**src/rtl/noc_pkg.sv**
```systemverilog
// Shared types for the noc_router receive node: packet layout, class encoding and FSM states.
// Optional address filtering is enabled with the ADDR_FILTER_EN macro (see noc_router).
package noc_pkg;

  localparam int DATA_W_DEF  = 8;
  localparam int ADDR_W_DEF  = 2;
  localparam int PTYPE_W     = 2;
  localparam int NUM_CLASSES = 4;
  localparam int PKT_W_DEF   = 1 + DATA_W_DEF + PTYPE_W + ADDR_W_DEF;
  localparam int DROP_W      = 8;

  typedef enum logic [PTYPE_W-1:0] {
    DATA = 2'b00,
    CTRL = 2'b01,
    RESP = 2'b10,
    RSVD = 2'b11
  } pkt_type_e;

  typedef struct packed {
    logic                  hdr_valid;
    logic [DATA_W_DEF-1:0] payload;
    pkt_type_e             ptype;
    logic [ADDR_W_DEF-1:0] addr;
  } noc_packet_t;

  typedef enum logic [1:0] {
    IDLE    = 2'b00,
    ROUTE   = 2'b01,
    DELIVER = 2'b10
  } noc_state_e;

endpackage

```
**src/rtl/noc_buffer_bank.sv**
```systemverilog
// Four persistent per-class payload registers; one write per accepted packet,
// steered by the packet type. Asynchronous active-low reset clears all classes.
module noc_buffer_bank
  import noc_pkg::*;
#(
  parameter int DATA_W = DATA_W_DEF
) (
  input  logic              clk,
  input  logic              reset,
  input  logic              wr_en_i,
  input  pkt_type_e         sel_i,
  input  logic [DATA_W-1:0] wdata_i,
  output logic [DATA_W-1:0] data_o,
  output logic [DATA_W-1:0] ctrl_o,
  output logic [DATA_W-1:0] resp_o,
  output logic [DATA_W-1:0] rsvd_o
);

  genvar gi;
  generate
    for (gi = 0; gi < NUM_CLASSES; gi++) begin : g_buf
      logic [DATA_W-1:0] buf_q;
      logic              hit;

      // class index gi matches the pkt_type_e encoding of that class
      assign hit = wr_en_i && (sel_i == pkt_type_e'(PTYPE_W'(gi)));

      always_ff @(posedge clk or negedge reset) begin
        if (!reset) begin
          buf_q <= '0;
        end else if (hit) begin
          buf_q <= wdata_i;
        end
      end
    end
  endgenerate

  assign data_o = g_buf[0].buf_q;
  assign ctrl_o = g_buf[1].buf_q;
  assign resp_o = g_buf[2].buf_q;
  assign rsvd_o = g_buf[3].buf_q;

endmodule

```
**src/rtl/noc_router.sv**
```systemverilog
// Single-node NoC receive router: IDLE/ROUTE/DELIVER handshake FSM feeding a per-class buffer bank.
// Define ADDR_FILTER_EN to drop packets not addressed to NODE_ADDR and expose drop_count.
module noc_router
  import noc_pkg::*;
#(
  parameter int                DATA_W    = DATA_W_DEF,
  parameter int                ADDR_W    = ADDR_W_DEF,
  parameter logic [ADDR_W-1:0] NODE_ADDR = '0,
  localparam int               PKT_W     = 1 + DATA_W + PTYPE_W + ADDR_W
) (
  input  logic              clk,
  input  logic              reset,
  input  logic [PKT_W-1:0]  packet,
  input  logic              pack_valid,
  output logic              nocr_ready,
  output logic              nocr_valid,
  input  logic              pack_gen_ready,
  output logic [DATA_W-1:0] data_buffer,
  output logic [DATA_W-1:0] control_buffer,
  output logic [DATA_W-1:0] response_buffer,
  output logic [DATA_W-1:0] reserve_buffer
`ifdef ADDR_FILTER_EN
  ,
  output logic [DROP_W-1:0] drop_count
`endif
);

  noc_state_e        state_q;
  logic [PKT_W-1:0]  pkt_q;

  logic              hdr_q;
  logic [DATA_W-1:0] payload_q;
  pkt_type_e         ptype_q;
  logic [ADDR_W-1:0] addr_q;
  logic              addr_ok;
  logic              deliver_ok;
  logic              wr_en;

  assign hdr_q     = pkt_q[PKT_W-1];
  assign payload_q = pkt_q[PKT_W-2 -: DATA_W];
  assign ptype_q   = pkt_type_e'(pkt_q[ADDR_W +: PTYPE_W]);
  assign addr_q    = pkt_q[ADDR_W-1:0];

  assign deliver_ok = hdr_q && addr_ok;
  assign wr_en      = (state_q == ROUTE) && deliver_ok;

  always_ff @(posedge clk or negedge reset) begin
    if (!reset) begin
      state_q <= IDLE;
      pkt_q   <= '0;
    end else begin
      case (state_q)
        IDLE: begin
          if (pack_valid) begin
            pkt_q   <= packet;
            state_q <= ROUTE;
          end
        end
        ROUTE: begin
          state_q <= deliver_ok ? DELIVER : IDLE;
        end
        DELIVER: begin
          if (pack_gen_ready) begin
            state_q <= IDLE;
          end
        end
        default: state_q <= IDLE;
      endcase
    end
  end

  // ready is gated by reset so it reads low for the whole time reset is held
  assign nocr_ready = reset && (state_q == IDLE);
  assign nocr_valid = (state_q == DELIVER);

`ifdef ADDR_FILTER_EN
  logic [DROP_W-1:0] drop_q;
  logic [DROP_W-1:0] drop_d;

  assign addr_ok = (addr_q == NODE_ADDR);

  always_comb begin
    drop_d = drop_q;
    if ((state_q == ROUTE) && !deliver_ok && (drop_q != {DROP_W{1'b1}})) begin
      drop_d = drop_q + 1'b1;
    end
  end

  always_ff @(posedge clk or negedge reset) begin
    if (!reset) begin
      drop_q <= '0;
    end else begin
      drop_q <= drop_d;
    end
  end

  assign drop_count = drop_q;
`else
  logic unused_addr;

  assign addr_ok     = 1'b1;
  assign unused_addr = ^{addr_q, NODE_ADDR};
`endif

  noc_buffer_bank #(
    .DATA_W (DATA_W)
  ) u_bank (
    .clk     (clk),
    .reset   (reset),
    .wr_en_i (wr_en),
    .sel_i   (ptype_q),
    .wdata_i (payload_q),
    .data_o  (data_buffer),
    .ctrl_o  (control_buffer),
    .resp_o  (response_buffer),
    .rsvd_o  (reserve_buffer)
  );

endmodule

```
**config.mk**
```make
export PLATFORM = sky130hd
export DESIGN_NAME = noc_router
export DESIGN_NICKNAME = d
export VERILOG_FILES = /design/src/rtl/noc_pkg.sv /design/src/rtl/noc_buffer_bank.sv /design/src/rtl/noc_router.sv
export SDC_FILE = /design/constraint.sdc
export NUM_CORES = 1
export LEC_CHECK = 0
export CORE_UTILIZATION = 50
export DETAILED_ROUTE_END_ITERATION = 8
export PLACE_DENSITY = 0.82
export SETUP_SLACK_MARGIN = 0.4
export SYNTH_ARGS = -nofsm -noshare
export SYNTH_HDL_FRONTEND = slang
export SYNTH_SLANG_ARGS = --single-unit
```
**constraint.sdc**
```tcl
create_clock -name clk -period 2.2 [get_ports clk]
set_input_delay 0.44 -clock clk [delete_from_list [all_inputs] [get_ports clk]]
set_output_delay 0.44 -clock clk [all_outputs]
set_load 0.005 [all_outputs]
```
---- Yosys cells after proc, flatten, opt, wreduce, memory -nomap -nowiden ----
Index checks and enable logic that the tools add are counted.
cells by class
  equality and inequality tests ........... 7
  multiplexer cells ....................... 4
  reductions and logical operators ........ 10
operators by type and width
  kind                number
  $eq 2x2->1 const B  3
  $logic_and 1x1->1   6
  $mux 2              3
  $pmux 2 s3          1
  $eq 2x1->1 const B  2
  $logic_not 2->1     2
  $reduce_and 2->1    2
  $ne 2x1->1 const B  1
  $ne 2x2->1 const B  1
word-level totals
  register bits ........................... 47
  input port bits ......................... 17

---- Depth between registers and ports, before layout ----
  depth in word-level cells ............... 3
  mapped depth ............................ 4
  depth with buffers taken out ............ 3

---- Cells and area by module ----
From an unflattened synthesis, not the netlist that was laid out.
unflattened totals
  cells, all modules ...................... 99
  area, all modules ....................... 1,720.4 sq um
by module, submodules not included
  module           instances  cells an instance  area an instance (sq um)
  noc_buffer_bank  1          68                 1,212.4
  noc_router       1          31                 508.0

---- Worst setup path after synthesis ----
OpenSTA, ideal clock, no wires.
  path kind ............................... register to register
  from .................................... reg state_q[1]
  to ...................................... reg u_bank.g_buf[1].buf_q[0] (netlist: u_bank.ctrl_o[0])
  data arrival time ....................... 1,387 ps
  data required time ...................... 2,075 ps
  slack ................................... 688 ps
  cell stages (with the launch flop) ...... 5
  buffers on the path ..................... 1
  cells stage by stage .................... dfrtp_1 nand3b_4 or3b_1 buf_6 mux2_4
on the way
  word-level cells in the longest chain between the ends .. 3
ends and longest elaborated chain
  element                 RTL line               text
  from (decl)             noc_router.sv:28       noc_state_e state_q;
  from (signal assigned)  noc_router.sv:60       state_q <= deliver_ok ? DELIVER : IDLE;
  $eq 2x1->1              noc_router.sv:45       assign wr_en = (state_q == ROUTE) && deliver_ok;
  $logic_and 1x1->1       noc_router.sv:45
  $logic_and 1x1->1       noc_buffer_bank.sv:26  assign hit = wr_en_i && (sel_i == pkt_type_e'(PTYPE_W'(gi)));
  to (signal assigned)    noc_buffer_bank.sv:32  buf_q <= wdata_i;
  to (decl)               noc_buffer_bank.sv:22  logic [DATA_W-1:0] buf_q;
No other way between the ends.
A chain may end at the register's enable or synchronous reset.

---- Final worst setup path ----
  from .................................... reg state_q[1]
  to ...................................... reg u_bank.g_buf[0].buf_q[2] (netlist: u_bank.data_o[2])
on the way
  word-level cells in the longest chain between the ends .. 3
ends and longest elaborated chain
  element               RTL line
  $eq 2x1->1            noc_router.sv:45
  $logic_and 1x1->1     noc_router.sv:45
  $logic_and 1x1->1     noc_buffer_bank.sv:26
  to (signal assigned)  noc_buffer_bank.sv:32
  to (decl)             noc_buffer_bank.sv:22
No other way between the ends.

==> impl.org <==
** Floorplanning
- The floorplan step defined a core boundary enclosing 0.00334 sq mm.
- Std-Cell Rows :: 21
- For this design the top-level I/O count stands at 51.
- From bottom edge to top edge, the die measures 61.2 um.
- Total Die Area :: 0.00375 sq mm
- The initial utilization of the core area, before any placement, comes to 52.5%.
- Measured along the x axis, the die boundary spans 61.2 um.

** Pwr
- Fraction of power consumed by the clock network :: 12.0%
- In this run the power density over the cells is 1380 mW/mm^2.
- Sequential group share of total power :: 46.2%
- Int Power :: 0.00236 W
- Lkg Pwr :: 1.08 nW
- Max rail drop VDD :: 0.000783 V
- Net switching is 28.1% of the power.
- The share of total power dissipated in combinational logic is 41.8%.
- Summed over all nets, the switching power comes to 0.000923 W.

** Timing
- Least-Margin Pin Slew :: 0.552 ns
- The smallest clock period supported by the final layout is computed as 1.70 ns.
- Unrepaired setup endpoints after global routing :: false
- Achievable Freq :: 587 MHz
- Ratio of final minimum period to clock period :: 77.5%
- Setup violations remaining at the end of the flow were counted as 0.
- The number of hold violations in the final report came to 0.
- The total count of max-transition violations in the final report came to 0.
- Hold is met by 0.169 ns.
- Between clock sinks in the finished design, the worst skew comes to 0.0111 ns.
- Worst slew slack as a fraction of its limit :: 63.2%
- For the final routed database, the setup TNS stands at 0 ns.

** Logic synthesis
- Top flip-flop cell by instance count after synthesis :: sky130_fd_sc_hd__dfrtp_1
- Sequential area share after synthesis :: 64.2%
- Post-Synthesis Cell Area :: 0.00175 sq mm
- Proportion of register bits with asynchronous set or reset after synthesis :: 100%
- Gate count of the mapped netlist :: 101
- Area share of the largest cell type after synthesis :: 64.2%
- Count of yosys warnings during synthesis :: 0
- Leading cell types by count after synthesis :: sky130_fd_sc_hd__dfrtp_1, sky130_fd_sc_hd__mux2_2, sky130_fd_sc_hd__mux2_4
- Counting flops with a built-in enable in the synthesized netlist gives 0.
- Synthesis instantiated 15 different standard cells from the library.
- Top cell type by total area after synthesis :: sky130_fd_sc_hd__dfrtp_1
- Yosys instantiated no cell more often than sky130_fd_sc_hd__dfrtp_1.
- Dividing the synthesized area by the synthesized cell count gives 17.4 sq um.
- When the netlist entered floorplanning its net count stood at 118.
- Largest cells by area after synthesis :: sky130_fd_sc_hd__dfrtp_1, sky130_fd_sc_hd__mux2_2, sky130_fd_sc_hd__mux2_4, sky130_fd_sc_hd__nand3b_4, sky130_fd_sc_hd__nor3b_1
- #FFs+latches synth :: 45

** Clock network
- The H-tree generated during clock tree synthesis spans 2 levels.
- Clock tree synthesis selected as its root buffer the cell sky130_fd_sc_hd__clkbuf_4.
- Clock latency on the worst-skew pair :: 0.35 ns
- Clock edge transition at the registers on the reported setup and hold paths :: 0.12 ns
- TritonCTS built the clock tree.
- Number of clock buffers inserted by TritonCTS :: 5
- Maximum clock path buffer count :: 2
- For this design, the sink count on the clock tree is 45.

** Worst setup path
- In this run the worst setup path begins at state_q[1].
- Cell chain of the critical path :: buf_4 -> nand3b_4 -> nor3_2 -> buf_4 -> mux2_2
- STA classifies the critical path startpoint as a register.
- Worst r2r src :: state_q[1]
- Maximum cell stage delay along the critical path :: 0.41 ns
- On the critical path, the stage with the largest delay is an instance of sky130_fd_sc_hd__dfrtp_1.
- Grouping stages by cell kind, the critical path spends the most delay in simple AND/OR/NAND/NOR gates.
- Data arrives at the worst endpoint at 1.94 ns.
- Worst Path Required :: 2.43 ns
- Most Frequent Cell on Critical Path :: sky130_fd_sc_hd__buf_4
- Top fanout value on the critical path :: 6
- The worst setup path is of the reg -> reg kind.
- Together, buffers and inverters on the worst path number 2.
- STA classifies the critical path endpoint as a register.

** Routing
- After detailed routing, the total wire length is 3430 um.
- DR WL/cell :: 16.5 um
- In the routed layout, each cell is associated on average with a via count of 5.01.
- For this run, design rule violations remaining after detail routing come to 0.
- Total iterations of the first detailed-routing run :: 3
- Drt initial violations :: 38
- The count of nets left with antenna violations once routing finished came out at 0.
- The routed layout has 1042 vias.

** Min path
- Tightest Hold Check Type :: in -> async

** Run
- The tool flagged a number of max-cap violations equal to 0.

** Global routing
- Number of antenna violations at the first check in global routing :: 0
- The via count of the first global-routing pass is 1043.
- Global Route Usage Sum :: 20.3%
- First-pass GRT wire length :: 5120 um
- For this run the aggregate overflow at the end of global routing stands at 0.
- Maximum number of pins on one net before global-route repair :: 46

** Run status
- Run status :: complete, no violations

** Layout
- Relative to the synthesized area, the layout overhead comes to 36.4%.
- Number of antenna diodes :: 0
- The net count of the finished layout is 179.
- Cells with a size suffix above 1 make up 39.5% of the layout.

** Placement
- IO Port Bufs :: 48
- Half-perimeter wire length of the detailed placement result :: 2380 um
- Routability congestion estimate :: 0.734
## timing repair
action,4_1_cts,5_1_grt
hold buffers,0,0
endpoints found under the hold margin,0,0
buffers inserted,2,0
endpoints found under the setup margin,10,0
gates resized for setup,4,0
## metal layers
metal | vias up | GRT usage [%] | share of wire, %
li1 | 485 | - | -
met1 | 517 | 26.9 | 45
met2 | 35 | 30.7 | 48
met3 | 5 | 7.77 | 6.4
met4 | 0 | 6.82 | 0.93
met5 | - | 0 | 0
## cell type report
type	count	area (sq um)
clock buffers	7	55.1
fillers	239	946
multi-input cells	54	618
flip-flops and latches	45	1130
well taps	46	57.6
repair buffers	56	533
## registers in the layout (all words and copies together), names as in the netlist
name,count
pkt_q,11
state_q,2
u_bank.ctrl_o,8
u_bank.data_o,8
u_bank.resp_o,8
u_bank.rsvd_o,8
## cells in the final DEF (no fill, tap or decap)
cell,instances
sky130_fd_sc_hd__dfrtp_2,1
sky130_fd_sc_hd__dlygate4sd2_1,2
sky130_fd_sc_hd__mux2_4,8
sky130_fd_sc_hd__clkbuf_4,5
sky130_fd_sc_hd__clkdlybuf4s50_1,45
sky130_fd_sc_hd__nand2_1,1
sky130_fd_sc_hd__clkbuf_8,1
sky130_fd_sc_hd__nor2b_1,1
sky130_fd_sc_hd__nand2b_1,1
sky130_fd_sc_hd__nand3b_4,1
sky130_fd_sc_hd__and2b_1,1
sky130_fd_sc_hd__nor3b_1,1
sky130_fd_sc_hd__nand4_1,1
sky130_fd_sc_hd__mux2_2,35
sky130_fd_sc_hd__buf_2,1
sky130_fd_sc_hd__nor3_2,1
sky130_fd_sc_hd__clkbuf_1,1
sky130_fd_sc_hd__nor3b_2,2
sky130_fd_sc_hd__or3b_4,1
sky130_fd_sc_hd__buf_4,8
sky130_fd_sc_hd__dfrtp_1,44
## worst register-to-register path: cells and delay by family, from the launching register on
kind                   cells  cell delay, ns
and+or+nand+nor            2            0.44
DFF                        1            0.41
buffers and inverters      2            0.38
muxes                      1            0.35
## cells by family (layout without fill, tap and decap cells)
kind of cell  after synthesis  after routing  share of synthesized area, %
buf+inv                     2             63                         0.928
flops                      45             45                          64.2
mux                        43             43                          29.3
simple gates               11             11                          5.50
## power groups by stage
stage                     combinational [W]  sequential [W]  clock (W)
after global routing                0.00148         0.00158   0.000442
after floorplan                    0.000583         0.00151          0
after CTS                           0.00140         0.00152   0.000402
final                               0.00137         0.00152   0.000393
after global placement              0.00132         0.00152          0
after detailed placement            0.00136         0.00155          0
## stage by stage
stage | cell area, sq um | worst slack, ns | utilization [%] | total power (W) | cells
after floorplan | 1750 | 0.688 | - | 0.00210 | 101
after global placement | 2320 | 0.448 | 69.5 | 0.00284 | 199
after detailed placement | 2320 | 0.411 | 69.5 | 0.00291 | 199
after CTS | 2390 | 0.472 | 71.7 | 0.00332 | 208
after global routing | 2390 | 0.432 | 71.7 | 0.00350 | 208
final | 2390 | 0.495 | 71.7 | 0.00329 | 208
## worst paths after layout
| path | endpoint | slack, ns | cells past startpoint |
|---|---|---|---|
| worst max-delay path | u_bank.data_o[2] | 0.50 | 5 |
| worst min-delay path | u_bank.ctrl_o[6] | 0.17 | 2 |
| worst max register to register | u_bank.data_o[2] | 0.50 | 5 |
| worst min register to register | u_bank.resp_o[3] | 0.52 | 1 |
| max in group asynchronous | state_q[0] | 1.64 | 2 |
| min in group clk | u_bank.resp_o[3] | 0.52 | 1 |
Note: power is estimated with default switching activity, not from simulation.
